===== config.mk =====
export PLATFORM = sky130hd
export DESIGN_NAME = vsb_rr_burst_arbiter
export DESIGN_NICKNAME = d
export VERILOG_FILES = /design/src/rtl/vsb_rr_burst_arbiter.sv
export SDC_FILE = /design/constraint.sdc
export NUM_CORES = 1
export LEC_CHECK = 0
export BUFFER_PORTS_ARGS = -buffer_cell sky130_fd_sc_hd__buf_2
export CAP_MARGIN = 30
export CORE_AREA = 2 2 103 105
export DETAILED_ROUTE_END_ITERATION = 10
export DIE_AREA = 0 0 105 107
export HOLD_SLACK_MARGIN = 0.03
export PLACE_DENSITY = 0.72
export SLEW_MARGIN = 30
export SYNTH_ARGS = -nofsm -noshare
export SYNTH_HDL_FRONTEND = slang
export SYNTH_SLANG_ARGS = --single-unit

===== constraint.sdc =====
create_clock -name clk -period 1.75 [get_ports clk]
set_input_delay 0.175 -clock clk [delete_from_list [all_inputs] [get_ports clk]]
set_output_delay 0.175 -clock clk [all_outputs]
set_load 0.01 [all_outputs]

===== src/rtl/vsb_rr_burst_arbiter.sv =====
// vsb_rr_burst_arbiter: round-robin/fixed-priority VSB channel arbiter with capped burst locking and output backpressure
module vsb_rr_burst_arbiter #(
  parameter int NUM_CH    = 4,
  parameter int DATA_W    = 32,
  parameter int ADDR_W    = 16,
  parameter int MAX_BURST = 4,
  parameter int ARB_MODE  = 0,
  parameter int CH_W      = $clog2(NUM_CH)
) (
  input  logic                       clk,
  input  logic                       reset,
  input  logic [NUM_CH-1:0]          req_valid,
  output logic [NUM_CH-1:0]          req_ready,
  input  logic [NUM_CH-1:0]          req_wr,
  input  logic [NUM_CH-1:0]          req_last,
  input  logic [NUM_CH*DATA_W-1:0]   req_data,
  input  logic [NUM_CH*ADDR_W-1:0]   req_addr,
  output logic                       out_valid,
  input  logic                       out_ready,
  output logic [DATA_W-1:0]          out_data,
  output logic [ADDR_W-1:0]          out_addr,
  output logic                       out_wr,
  output logic [CH_W-1:0]            out_ch,
  output logic                       out_last,
  output logic                       busy
);
  localparam int CNT_W = $clog2(MAX_BURST + 1);
  typedef enum logic {IDLE, GRANT} state_e;
  state_e            state_q;
  logic [CH_W-1:0]   grant_q, ptr_q, base, win;
  logic [CNT_W-1:0]  cnt_q;
  logic              beat, last;
  // fixed priority is round robin with the scan always starting just past the top channel
  assign base = (ARB_MODE != 0) ? CH_W'(NUM_CH - 1) : ptr_q;
  always_comb begin
    win = '0;
    for (int k = NUM_CH; k >= 1; k--)
      if (req_valid[(int'(base) + k) % NUM_CH]) win = CH_W'((int'(base) + k) % NUM_CH);
  end
  assign req_ready = (state_q == GRANT) ? NUM_CH'(!out_valid || out_ready) << grant_q : '0;
  assign beat      = |(req_ready & req_valid);
  assign last      = req_last[grant_q] || (cnt_q == CNT_W'(MAX_BURST - 1));
  assign busy      = state_q == GRANT;
  always_ff @(posedge clk) begin
    if (reset) begin
      state_q   <= IDLE;
      grant_q   <= '0;
      ptr_q     <= CH_W'(NUM_CH - 1);
      cnt_q     <= '0;
      out_valid <= 1'b0;
      out_data  <= '0;
      out_addr  <= '0;
      out_wr    <= 1'b0;
      out_ch    <= '0;
      out_last  <= 1'b0;
    end else begin
      if (state_q == IDLE && |req_valid) begin
        state_q <= GRANT;
        grant_q <= win;
      end
      if (beat) begin
        out_valid <= 1'b1;
        out_data  <= req_data[grant_q*DATA_W +: DATA_W];
        out_addr  <= req_addr[grant_q*ADDR_W +: ADDR_W];
        out_wr    <= req_wr[grant_q];
        out_ch    <= grant_q;
        out_last  <= last;
        cnt_q     <= last ? '0 : cnt_q + CNT_W'(1);
        if (last) begin
          ptr_q   <= grant_q;
          state_q <= IDLE;
        end
      end else if (out_ready) begin
        out_valid <= 1'b0;
      end
    end
  end
endmodule


==> out/qor.csv <==
metric,value,unit
status,"finished, final reports clean",
Root Driver,clkbuf_8,
via count,3890,
number of diodes,0,
Hold Startpoint,req_valid[0],
Netlist cell types,38,
Final HPWL DP,9510,um
htree depth,3,
worst vdd ir,0.000400,V
Placer Congestion,0.827,
Max Cap Viol,0,
PortBufs,264,
"commonest non-fill, non-tap cell in the layout",buf_2,
Hold Crit Class,in2reg,
"reg-to-reg slack, setup",70,ps
Gate Count Post-Synth,370,
share of cells above drive strength 1,56.9,%
sum of negative setup slack,0,ps
Die Ht,107,um
"Reg clk slew, reported paths",70,ps
initial drt markers,142,
Worst Skew,9.08,ps
die area,0.0112,mm2
Worst EP arrival,1920,ps
Final Hold Fails,0,
Seq cells post-synth,61,
Starting Density,35.9,%
Tightest Pin Transition,436,ps
FMAX,594,MHz
CTS buffer count,9,
worst skew pair latency,330,ps
CTS max path bufs,2,
Top Family by Delay on Critical Path,simple AND/OR/NAND/NOR gates,
Crit Path Category,reg2reg,
GRT Util Overall,20.7,%
I/O Pins,265,
FF-to-FF path depth,4,
Worst path slowest cell,mux4_2,
Max-slew headroom,70.6,%
first-pass GRT wire length,18800,um
Leak,0.00242,uW
initial antenna violation count,0,
Most used DFF post-synth,dfxtp_1,
Rows,37,
Final nets,833,
Synth Warn #,0,
Multi-input gate area,0.00221,mm2
RSZ-0062 raised after global routing,false,
area grow syn2layout,47.3,%
WL/cell,15.4,um
Reg2Reg Launch Point,grant_q[0],
CTS tree,built,
"antenna viol nets, final",0,
# DRC,0,
Initial DRT Pass Iterations,4,
reg2reg end,cnt_q[2],
mapped cell area,0.00362,mm2
most frequent cells in the layout,"buf_2, nand2_1, dfxtp_1",
hold buffer count at cts,0,
min Tclk post-route,1680,ps
Reg area,0.00123,mm2
syn_area_per_cell,9.78,um2
Final Slew Violations,0,
CP max FO,5,
sequential share of the synthesized area,33.7,%
Final setup viols,0,
Pwr per Cell Area,788,mW/mm2
Fillers,989,
Die Wd,105,um
share of synthesized registers carrying an async set or reset,0,%
Vias/cell,5.08,
CP bufs+invs,0,
Worst path max stage delay,540,ps
Place WS,46.4,ps
fin crit share,96.3,%
clk sinks,61,
Critical Path End Type,register,
hold depth,3,
core box area,0.0101,mm2
slack of the critical path,65.2,ps
Worst Hold End,grant_q[0],
crit path launch type,register,
largest net degree at the start of global routing,38,
Post-synth EDFFs,0,
Crit path required time,1980,ps
grt ovf,0,
vias in the first global route,4007,
worst path cell trace,"mux4_2, and3_4, or3_1, o31ai_1",
Detailed Route WL,11800,um
post-synthesis net count,579,
Yosys cell counts, drive strengths merged (2+ instances only):
master	n	area, um2
nand2	102	383
dfxtp	61	1220
a21oi	54	270
mux4	47	1060
buf	18	121
clkbuf	17	67.6
o21ai	8	40.0
mux2	7	78.8
nand3	6	30.0
nor2	6	22.5
o31ai	5	37.5
inv	4	15.0
nand3b	4	30.0
a22oi	3	22.5
mux2i	3	30.0
and2	2	12.5
and3	2	17.5
ha	2	25.0
nand2b	2	12.5
nor3b	2	15.0
o22ai	2	12.5
or2	2	12.5
cell type report:
class	instances	area share [%]
multi-input combinational	270	41.5
timing repair buffer	278	27.8
sequential	61	23.0
tap	136	3.19
clock buffer	10	2.58
clock inverter	6	1.62
inverter	4	0.282
metrics by stage:
step,total power (uW),util (%),hold slack [ps],instances,area [um2]
floorplan,2340,-,353,370,3620
global placement,2790,50.3,439,748,5080
detailed placement,2830,50.3,445,748,5080
CTS,4250,52.6,179,764,5300
global route,4450,52.8,200,765,5330
finish,4200,52.8,193,765,5330
where the power goes:
part           internal, uW  total, uW  switching (uW)
sequential             1500       1580            78.2
combinational           658       1210             554
clock                   838       1410             570
metal layers:
metal,global-route usage [%],wire length [um]
met2,38.1,6340
met3,4.74,745
met4,7.14,206
met1,23.5,4500
met5,0,0
logic make-up after synthesis:
| family | after synthesis | share of synthesized area (%) |
|---|---|---|
| DFF | 61 | 33.7 |
| buffers and inverters | 39 | 5.63 |
| AOI/OAI and AO/OA | 80 | 12.4 |
| adders and majority gates | 2 | 0.691 |
| muxes | 57 | 32.3 |
| and+or+nand+nor | 131 | 15.3 |
registers in the layout (all words and copies together) (netlist names):
register,flops
out_valid,1
cnt_q,3
base,2
grant_q,2
busy,1
out_wr,1
out_ch,2
out_last,1
out_data,32
out_addr,16
worst max path at each step:
stage / slack, ps / start / end / cells past startpoint
6_report: 70 / grant_q[0] / cnt_q[2] / 4
3_3_place_gp: 120 / cnt_q[0] / base[0] / 6
5_1_grt: 9 / grant_q[0] / base[1] / 5
4_1_cts: 10 / grant_q[1] / req_ready[2] / 3
3_5_place_dp: 50 / grant_q[0] / out_data[18] / 5
2_1_floorplan: 140 / grant_q[0] / out_addr[10] / 5
repair_timing:
item | 4_1_cts | 5_1_grt
buffers inserted | 0 | 1
endpoints found under the setup margin | 0 | 26
resized for setup | 0 | 5
endpoints found under the hold margin | 0 | 0
worst reg2reg max path, stage by stage (launching register included):
cell     delay (ps)
dfxtp_4         400
mux4_2          540
and3_4          240
or3_1           310
o31ai_1          90
Power figures use the tool's default switching activity.
